`src/rtl/enemy_fire_scheduler_if.sv`:
```
`default_nettype none
// ============================================================================
// Module   : enemy_fire_scheduler_if
// Brief    : Handshake bundle between the fire scheduler and the ammo stage.
// Revision : 1.0 - initial release
// ============================================================================
interface enemy_fire_scheduler_if #(
    parameter int N = 2
);
    logic           enable;
    logic [N-1:0]   alive;
    logic           shot_busy;
    logic           fire;
    logic [7:0]     shot_idx;
    logic [7:0]     shot_col;
    logic [7:0]     shot_row;

    modport master (
        input  enable, alive, shot_busy,
        output fire, shot_idx, shot_col, shot_row
    );

    modport slave (
        output enable, alive, shot_busy,
        input  fire, shot_idx, shot_col, shot_row
    );
endinterface
`default_nettype wire

```
`src/rtl/enemy_fire_scheduler.sv`:
```
`default_nettype none
// ============================================================================
// Module   : enemy_fire_scheduler
// Brief    : Picks when and which living enemy fires, one shot in flight.
// Revision : 1.0 - initial release
// ============================================================================
module enemy_fire_scheduler #(
    parameter int          LINHAS      = 1,
    parameter int          COLUNAS     = 2,
    parameter logic [23:0] BASE_DELAY  = 24'd5_000_000,
    parameter int          DELAY_SHIFT = 14,
    parameter int          ACK_TIMEOUT = 16,
    parameter logic [15:0] SEED        = 16'hACE1
) (
    input  logic                   clk,
    input  logic                   reset,
    enemy_fire_scheduler_if.master bus
);

    localparam int unsigned c_n_enemy   = LINHAS * COLUNAS;
    localparam logic [7:0]  c_last_ptr  = 8'(c_n_enemy - 1);
    localparam logic [15:0] c_ack_last  = 16'(ACK_TIMEOUT - 1);
    localparam logic [15:0] c_lfsr_mask = 16'hB400;

    typedef enum logic [2:0] {
        S_IDLE = 3'd0,
        S_WAIT = 3'd1,
        S_SCAN = 3'd2,
        S_FIRE = 3'd3,
        S_HOLD = 3'd4
    } state_t;

    state_t      r_state;
    logic [15:0] r_lfsr;
    logic [23:0] r_cnt;
    logic [7:0]  r_ptr;
    logic [7:0]  r_tried;
    logic [15:0] r_timer;
    logic        r_seen;
    logic        r_fire;
    logic [7:0]  r_idx;
    logic [7:0]  r_col;
    logic [7:0]  r_row;

    state_t      w_state_nxt;
    logic [15:0] w_lfsr_nxt;
    logic [23:0] w_cnt_nxt;
    logic [7:0]  w_ptr_nxt;
    logic [7:0]  w_tried_nxt;
    logic [15:0] w_timer_nxt;
    logic        w_seen_nxt;
    logic        w_fire_nxt;
    logic [7:0]  w_idx_nxt;
    logic [7:0]  w_col_nxt;
    logic [7:0]  w_row_nxt;

    logic [23:0]  w_rnd;
    logic [23:0]  w_reload;
    logic [7:0]   w_start;
    logic [7:0]   w_ptr_inc;
    logic [7:0]   w_ptr_col;
    logic [7:0]   w_ptr_row;
    logic [255:0] w_alive_ext;

    // Galois LFSR free-runs so the random draws depend on elapsed game time
    assign w_lfsr_nxt  = (r_lfsr >> 1) ^ (r_lfsr[0] ? c_lfsr_mask : 16'h0000);

    assign w_rnd       = {16'b0, r_lfsr[7:0]};
    assign w_reload    = BASE_DELAY + (w_rnd << DELAY_SHIFT);
    assign w_start     = 8'(32'(r_lfsr[15:8]) % c_n_enemy);
    assign w_ptr_inc   = (r_ptr == c_last_ptr) ? 8'd0 : r_ptr + 8'd1;
    assign w_ptr_col   = 8'(32'(r_ptr) % 32'(COLUNAS));
    assign w_ptr_row   = 8'(32'(r_ptr) / 32'(COLUNAS));
    assign w_alive_ext = 256'(bus.alive);

    always_comb begin
        w_state_nxt = r_state;
        w_cnt_nxt   = r_cnt;
        w_ptr_nxt   = r_ptr;
        w_tried_nxt = r_tried;
        w_timer_nxt = r_timer;
        w_seen_nxt  = r_seen;
        w_fire_nxt  = 1'b0;
        w_idx_nxt   = r_idx;
        w_col_nxt   = r_col;
        w_row_nxt   = r_row;

        if (!bus.enable) begin
            w_state_nxt = S_IDLE;
        end else begin
            case (r_state)
                S_IDLE: begin
                    w_state_nxt = S_WAIT;
                    w_cnt_nxt   = w_reload;
                end
                S_WAIT: begin
                    if (r_cnt != 24'd0) begin
                        w_cnt_nxt = r_cnt - 24'd1;
                    end else if (!bus.shot_busy) begin
                        w_state_nxt = S_SCAN;
                        w_ptr_nxt   = w_start;
                        w_tried_nxt = 8'd0;
                    end
                end
                S_SCAN: begin
                    // alive is sampled live so a target dying mid-scan is skipped
                    if (w_alive_ext[r_ptr]) begin
                        w_state_nxt = S_FIRE;
                        w_fire_nxt  = 1'b1;
                        w_idx_nxt   = r_ptr;
                        w_col_nxt   = w_ptr_col;
                        w_row_nxt   = w_ptr_row;
                    end else if (r_tried == c_last_ptr) begin
                        w_state_nxt = S_WAIT;
                        w_cnt_nxt   = w_reload;
                    end else begin
                        w_ptr_nxt   = w_ptr_inc;
                        w_tried_nxt = r_tried + 8'd1;
                    end
                end
                S_FIRE: begin
                    w_state_nxt = S_HOLD;
                    w_timer_nxt = 16'd0;
                    w_seen_nxt  = 1'b0;
                end
                S_HOLD: begin
                    if (!r_seen) begin
                        if (bus.shot_busy) begin
                            w_seen_nxt = 1'b1;
                        end else if (r_timer == c_ack_last) begin
                            w_state_nxt = S_WAIT;
                            w_cnt_nxt   = w_reload;
                        end else begin
                            w_timer_nxt = r_timer + 16'd1;
                        end
                    end else if (!bus.shot_busy) begin
                        w_state_nxt = S_WAIT;
                        w_cnt_nxt   = w_reload;
                    end
                end
                default: begin
                    w_state_nxt = S_IDLE;
                end
            endcase
        end
    end

    always_ff @(posedge clk) begin
        if (reset) begin
            r_state <= S_IDLE;
            r_lfsr  <= SEED;
            r_cnt   <= 24'd0;
            r_ptr   <= 8'd0;
            r_tried <= 8'd0;
            r_timer <= 16'd0;
            r_seen  <= 1'b0;
            r_fire  <= 1'b0;
            r_idx   <= 8'd0;
            r_col   <= 8'd0;
            r_row   <= 8'd0;
        end else begin
            r_state <= w_state_nxt;
            r_lfsr  <= w_lfsr_nxt;
            r_cnt   <= w_cnt_nxt;
            r_ptr   <= w_ptr_nxt;
            r_tried <= w_tried_nxt;
            r_timer <= w_timer_nxt;
            r_seen  <= w_seen_nxt;
            r_fire  <= w_fire_nxt;
            r_idx   <= w_idx_nxt;
            r_col   <= w_col_nxt;
            r_row   <= w_row_nxt;
        end
    end

    assign bus.fire     = r_fire;
    assign bus.shot_idx = r_idx;
    assign bus.shot_col = r_col;
    assign bus.shot_row = r_row;

endmodule
`default_nettype wire

```
`src/flat_wrapper.sv`:
```
// flat-port wrapper written by rule: the top's interface ports become plain ports
module enemy_fire_scheduler_flat 
#(
    parameter int          LINHAS      = 1,
    parameter int          COLUNAS     = 2,
    parameter logic [23:0] BASE_DELAY  = 24'd5_000_000,
    parameter int          DELAY_SHIFT = 14,
    parameter int          ACK_TIMEOUT = 16,
    parameter logic [15:0] SEED        = 16'hACE1
)
  (clk, reset, bus_enable, bus_alive, bus_shot_busy, bus_fire, bus_shot_idx, bus_shot_col, bus_shot_row);
  enemy_fire_scheduler_if #(.N((2))) bus_i ();
  input  logic clk;
  input  logic reset;
  input wire logic [$bits(bus_i.enable)-1:0] bus_enable;
  input wire logic [$bits(bus_i.alive)-1:0] bus_alive;
  input wire logic [$bits(bus_i.shot_busy)-1:0] bus_shot_busy;
  output wire logic [$bits(bus_i.fire)-1:0] bus_fire;
  output wire logic [$bits(bus_i.shot_idx)-1:0] bus_shot_idx;
  output wire logic [$bits(bus_i.shot_col)-1:0] bus_shot_col;
  output wire logic [$bits(bus_i.shot_row)-1:0] bus_shot_row;
  assign bus_i.enable = bus_enable;
  assign bus_i.alive = bus_alive;
  assign bus_i.shot_busy = bus_shot_busy;
  assign bus_fire = bus_i.fire;
  assign bus_shot_idx = bus_i.shot_idx;
  assign bus_shot_col = bus_i.shot_col;
  assign bus_shot_row = bus_i.shot_row;
  enemy_fire_scheduler #(.LINHAS(LINHAS), .COLUNAS(COLUNAS), .BASE_DELAY(BASE_DELAY), .DELAY_SHIFT(DELAY_SHIFT), .ACK_TIMEOUT(ACK_TIMEOUT), .SEED(SEED)) u_core (.clk(clk), .reset(reset), .bus(bus_i));
endmodule
```
`config.mk`:
```
export PLATFORM = sky130hd
export DESIGN_NAME = enemy_fire_scheduler_flat
export DESIGN_NICKNAME = d
export VERILOG_FILES = /design/src/rtl/enemy_fire_scheduler_if.sv /design/src/rtl/enemy_fire_scheduler.sv /design/src/flat_wrapper.sv
export SDC_FILE = /design/constraint.sdc
export NUM_CORES = 1
export LEC_CHECK = 0
export CORE_UTILIZATION = 40
export CTS_CLUSTER_DIAMETER = 120
export DETAILED_ROUTE_END_ITERATION = 10
export SKIP_CTS_REPAIR_TIMING = 1
export SLEW_MARGIN = 10
export SYNTH_ARGS = -nofsm -noshare
export SYNTH_HDL_FRONTEND = slang
export SYNTH_SLANG_ARGS = --single-unit
export TNS_END_PERCENT = 50
```
`constraint.sdc`:
```
create_clock -name clk -period 3.94 [get_ports clk]
set_input_delay 0.591 -clock clk [delete_from_list [all_inputs] [get_ports clk]]
set_output_delay 0.591 -clock clk [all_outputs]
set_load 0.05 [all_outputs]
```
==> results.json, run 1 <==
{
  "p_sw_w": 0.000492,
  "crit_path_end": "u_core.r_cnt[13]",
  "dp_hpwl_um": 5990,
  "ys_seq_area_frac": 0.404,
  "pwr-share-comb": 0.134,
  "nNetsFinal": 526,
  "status": "finished clean",
  "grtUsageTotal": 0.174,
  "synthArstFlopShare": 0,
  "fin_tns_setup_ns": 0,
  "grt_pass1_vias": 3421,
  "vias": 3566,
  "antenna_found_initial": 0,
  "synth_flop_cell": "dfxtp_1",
  "finalHoldViolCount": 0,
  "swShare": 0.278,
  "cts_root_buffer": "clkbuf_8",
  "min_path_type": "reg -> reg",
  "drc_errors": 0,
  "reg2reg_to": "u_core.r_cnt[13]",
  "antennaDiodeCount": 0,
  "regToRegSetupSlack_ns": 0.70,
  "synthesis.instances": 504,
  "layout_min_cycle_time_ns": 3.24,
  "ir_drop_v": 0.000162,
  "cts_made_buffers": 9,
  "initial_utilization": 0.410,
  "grt_max_degree": 43,
  "cp_common_cell": "a21oi_1",
  "reg2reg_depth": 8,
  "cts_buffer_depth": 2,
  "netlist_area_um2": 4210,
  "io_buffers": 22,
  "startpoint_type": "register",
  "leakage_nw": 1.71,
  "slowest_delay_ns": 0.59,
  "p_int_w": 0.00128,
  "yosysTopAreaCell": "dfxtp_1",
  "first_pass_iters": 4,
  "tightest_slew_ns": 1.16,
  "area_growth_pct": 11.0,
  "wl_met3_um": 299,
  "drive_above_1_share": 0.0812,
  "rr_startpoint": "u_core.r_tried[0]",
  "ios": 31,
  "synth_area_leaders": "dfxtp_1 (40%), a21oi_1 (4.5%), nor2_1 (4.3%)",
  "grt_pass1_wl_um": 15700,
  "clkSinkCount": 85,
  "crit_arrival_ns": 3.53,
  "clk_latency_ns": 0.35,
  "finalClockSkew_ns": 0.00895,
  "ys_types": 52,
  "dr_wl_met2_um": 4150,
  "crit_slowest_cell": "or3_1",
  "finalSetupViolations": 0,
  "die_w_um": 105,
  "worstPathCellList": "ha_1 > or4b_1 > nor4_1 > a21oi_1 > buf_4 > or3_1 > or4_1 > a21oi_1",
  "rsz0062_at_grt": "false",
  "row_count": 37,
  "yosys_warnings": 0,
  "ys_seq_elements": 85,
  "hold_depth": 1,
  "num-fill-cells": 1038,
  "drt-vias-per-instance": 5.46,
  "wl_per_cell_um": 13.6,
  "crit_fanout": 17,
  "synth_edf_count": 0,
  "die_height_um": 105,
  "seqPwrFrac": 0.521,
  "avgSynthCellArea_um2": 8.36,
  "die_area_um2": 10900,
  "htreeDepth": 3,
  "layout_commonest_cell": "dfxtp_1",
  "grt_overflow": 0,
  "drv_cap": 0,
  "routed_wl_um": 8880,
  "fmax_mhz": 309,
  "slew_violations": 0,
  "met1_length_um": 4300,
  "synth_top_area_frac": 0.404,
  "fin_util": 0.455,
  "power_density_nw_per_um2": 379,
  "clkPwrFrac": 0.345,
  "gp_congestion": 0.838,
  "clk_pin_slew_ns": 0.09,
  "critPathRequiredTime_ns": 4.23,
  "cts_tree": "done",
  "drt_iter0_markers": 111,
  "worstSetupEndpointType": "register",
  "crit_start": "u_core.r_tried[0]",
  "relSlewSlack": 0.220,
  "final.period_utilization": 0.821,
  "final_cell_mix": "dfxtp_1 (85), nor2_1 (48), a21oi_1 (38)",
  "min_from": "u_core.r_lfsr[12]",
  "top_layer": "met4",
  "postRouteAntennaNets": 0,
  "crit_type": "reg -> reg",
  "core_area_um2": 10300
}
## power groups by stage
stage | clock network [W] | logic [W] | registers, W
5_1_grt | 0.000671 | 0.000263 | 0.000928
2_1_floorplan | 0 | 0.000193 | 0.000933
3_3_place_gp | 0 | 0.000234 | 0.000941
6_report | 0.000612 | 0.000237 | 0.000923
4_1_cts | 0.000629 | 0.000237 | 0.000923
3_5_place_dp | 0 | 0.000235 | 0.000943
## how the worst min path moves through the flow
stage	endpoint	slack, ns
5_1_grt	u_core.r_lfsr[11]	0.46
6_report	u_core.r_lfsr[11]	0.43
3_5_place_dp	u_core.r_lfsr[11]	0.40
3_3_place_gp	u_core.r_lfsr[11]	0.40
4_1_cts	u_core.r_lfsr[11]	0.42
2_1_floorplan	u_core.r_lfsr[11]	0.39
## metrics by stage
stage | power (W) | cells | setup WS, ns | hold WS, ns | cell area, µm²
after floorplan | 0.00113 | 511 | 1.17 | 0.389 | 4240
after CTS | 0.00179 | 653 | 0.436 | 0.424 | 4670
after global routing | 0.00186 | 653 | 0.408 | 0.457 | 4670
after detailed placement | 0.00118 | 637 | 0.469 | 0.400 | 4480
final | 0.00177 | 653 | 0.705 | 0.426 | 4670
after global placement | 0.00118 | 637 | 0.503 | 0.401 | 4480
## worst max-delay path: cells and delay by family (launching register included)
kind            cells  cell delay [ns]
compound gates      2             0.44
fa+ha+maj           1             0.16
flops               1             0.39
buf+inv             1             0.24
simple gates        4             1.94
## cell families (layout without fill, tap and decap cells)
kind of cell / count (synthesis) / in the layout / synth area share
and+or+nand+nor: 226 / 226 / 0.302
AOI/OAI and AO/OA: 98 / 98 / 0.135
DFF: 85 / 85 / 0.404
buffers and inverters: 53 / 59 / 0.0633
xor gates and xnor gates: 29 / 29 / 0.0603
adders and majority gates: 8 / 8 / 0.0238
muxes: 4 / 4 / 0.0101
other: 1 / 8 / 0.000890
## state kept, by name, summed over array words and instances (netlist names)
signal	cells
u_core.bus.shot_idx	7
u_core.r_state	3
u_core.r_lfsr	16
u_core.r_ptr	8
u_core.r_tried	8
u_core.bus.fire	1
u_core.r_cnt	24
u_core.bus.shot_row	1
u_core.r_seen	1
u_core.r_timer	16
## per-layer routing
| layer | track usage | vias to the layer above |
|---|---|---|
| li1 | - | 1806 |
| met1 | 0.227 | 1676 |
| met2 | 0.278 | 70 |
| met3 | 0.0424 | 14 |
| met4 | 0.0644 | 0 |
| met5 | 0 | - |
## synth_stat cells, drive strengths merged, types with 3 or more instances
cell type  count
clkbuf        25
nand3         15
or2            6
xor2          15
nor2b          8
nor4          15
ha             8
nor2          48
or4           10
xnor2         14
and2          12
dfxtp         85
o31ai          5
a21oi         38
nand3b         3
a31oi          5
nand4         12
nor3          16
or3           21
and4           4
and3          10
o21ai         32
buf           17
or4b           6
nand2         30
inv           11
nor3b          4
o21a           3
## final cells by class
| type | instances | area (µm²) | share of cell area |
|---|---|---|---|
| Multi-Input combinational cell | 373 | 2280 | 0.487 |
| Sequential cell | 85 | 1700 | 0.364 |
| Timing Repair Buffer | 32 | 295 | 0.0632 |
| Tap cell | 136 | 170 | 0.0364 |
| Clock buffer | 10 | 128 | 0.0273 |
| Clock inverter | 6 | 62.6 | 0.0134 |
| Inverter | 11 | 41.3 | 0.00883 |
Power figures use the tool's default switching activity.
==> run 2: changes to the inputs <==
==> constraint.sdc (replaced) <==
create_clock -name clk -period 2.75 [get_ports clk]
set_input_delay 0.4125 -clock clk [delete_from_list [all_inputs] [get_ports clk]]
set_output_delay 0.4125 -clock clk [all_outputs]
set_load 0.05 [all_outputs]
==> results.json, run 2 (synthesis results as in run 1) <==
{
  "critPathRequiredTime_ns": 3.05,
  "fmax_mhz": 373,
  "dr_wl_met2_um": 4030,
  "antennaDiodeCount": 0,
  "die_area_um2": 10900,
  "status": "finished clean",
  "worstPathCellList": "or4_4 > or4_4 > nor4_4 > o21ai_4 > or4b_1 > a21oi_1",
  "gp_congestion": 0.789,
  "multiInputGateArea_um2": 2310,
  "io_buffers": 22,
  "final_cells": 680,
  "cts_buffer_depth": 2,
  "grt_max_degree": 43,
  "grt_pass1_vias": 3365,
  "grt_pass1_wl_um": 15700,
  "grt_overflow": 0,
  "row_count": 37,
  "rsz0062_at_grt": "true",
  "crit_type": "reg -> reg",
  "drv_cap": 0,
  "die_w_um": 105,
  "final_cell_mix": "dfxtp_1 (84), nor2_1 (48), a21oi_1 (38)",
  "slew_violations": 0,
  "ir_drop_v": 0.000284,
  "crit_fanout": 14,
  "cp_common_cell": "or4_4",
  "cp.depth": 6,
  "grtUsageTotal": 0.176,
  "fin_util": 0.481,
  "place_ws_ns": 0.0295,
  "layout_min_cycle_time_ns": 2.68,
  "startpoint_type": "register",
  "drive_above_1_share": 0.134,
  "relSlewSlack": 0.666,
  "finalClockSkew_ns": 0.0114,
  "ios": 31,
  "layout_commonest_cell": "dfxtp_1",
  "nNetsFinal": 553,
  "num-fill-cells": 996,
  "hold_depth": 1,
  "area_growth_pct": 17.4,
  "drt_iter0_markers": 237,
  "cts_tree": "done",
  "cts_made_buffers": 9,
  "initial_utilization": 0.410,
  "wl_met3_um": 396,
  "final.period_utilization": 0.976,
  "worstSetupEndpointType": "register",
  "largest_register_ffs": 24,
  "critPathTopFamily": "simple AND/OR/NAND/NOR gates",
  "clk_pin_slew_ns": 0.08,
  "dp_hpwl_um": 6200,
  "clk_latency_ns": 0.36,
  "die_height_um": 105,
  "met1_length_um": 4450,
  "dp.cells": 662,
  "critPathBufInv": 0,
  "core_area_um2": 10300,
  "finalSetupViolations": 0,
  "first_pass_iters": 5,
  "fin_ws_ns": 0.0655,
  "cts_root_buffer": "clkbuf_8",
  "seq_area_um2": 1700,
  "top_regs": "u_core.r_cnt x24, u_core.r_lfsr x16, u_core.r_timer x16",
  "antenna_found_initial": 0,
  "routed_wl_um": 9010,
  "wl_per_cell_um": 13.2,
  "top_layer": "met4",
  "clkSinkCount": 85,
  "htreeDepth": 3,
  "regMostFlops": "u_core.r_cnt",
  "slowest_delay_ns": 0.59,
  "crit_slowest_cell": "or4_4",
  "tightest_slew_ns": 0.499,
  "min_path_type": "reg -> reg",
  "vias": 3636,
  "finalHoldViolCount": 0,
  "leakage_nw": 1.86,
  "postRouteAntennaNets": 0,
  "crit_arrival_ns": 2.98,
  "power_density_nw_per_um2": 545,
  "drt-vias-per-instance": 5.35,
  "drc_errors": 0,
  "reg2reg_depth": 6
}
==> run 2: cell types whose count changed in the layout (fill, tap and decap cells not counted), moves of 2 or more <==
cell and delta:
clkinv_2 -3, buf_4 +27, inv_1 -2, clkbuf_8 +2, inv_2 +2
==> run 2: power by group <==
group | internal [W] | total (W) | switching [W]
clock network | 0.000562 | 0.000998 | 0.000436
logic | 0.000165 | 0.000380 | 0.000215
registers | 0.00128 | 0.00132 | 0.0000380
total | 0.00200 | 0.00269 | 0.000689
==> run 2: worst paths after layout <==
path | from | to | slack [ns]
worst max register to register | u_core.r_cnt[8] | u_core.r_ptr[5] | 0.07
worst max-delay path | u_core.r_cnt[8] | u_core.r_ptr[5] | 0.07
worst min register to register | u_core.r_lfsr[12] | u_core.r_lfsr[11] | 0.41
worst min-delay path | u_core.r_lfsr[12] | u_core.r_lfsr[11] | 0.41
==> run 2: per-layer routing <==
layer / vias up / global-route usage
li1: 1846 / -
met1: 1691 / 0.236
met2: 86 / 0.275
met3: 13 / 0.0381
met4: 0 / 0.0704
met5: - / 0
==> run 2: final cells by class <==
type	instances	share of cell area
multi-input cells	373	0.466
clock inverters	3	0.0137
clock buffers	13	0.0321
flip-flops and latches	85	0.344
inverters	11	0.00835
well taps	136	0.0344
repair buffers	59	0.101
==> run 2: stage by stage <==
stage | area, µm² | TNS, ns | power [W] | hold slack, ns
2_1_floorplan | 4240 | -0.0300 | 0.00161 | 0.389
3_3_place_gp | 4670 | 0 | 0.00172 | 0.399
3_5_place_dp | 4670 | 0 | 0.00172 | 0.402
4_1_cts | 4890 | -0.00170 | 0.00272 | 0.420
5_1_grt | 4950 | -0.204 | 0.00283 | 0.436
6_report | 4950 | 0 | 0.00269 | 0.414
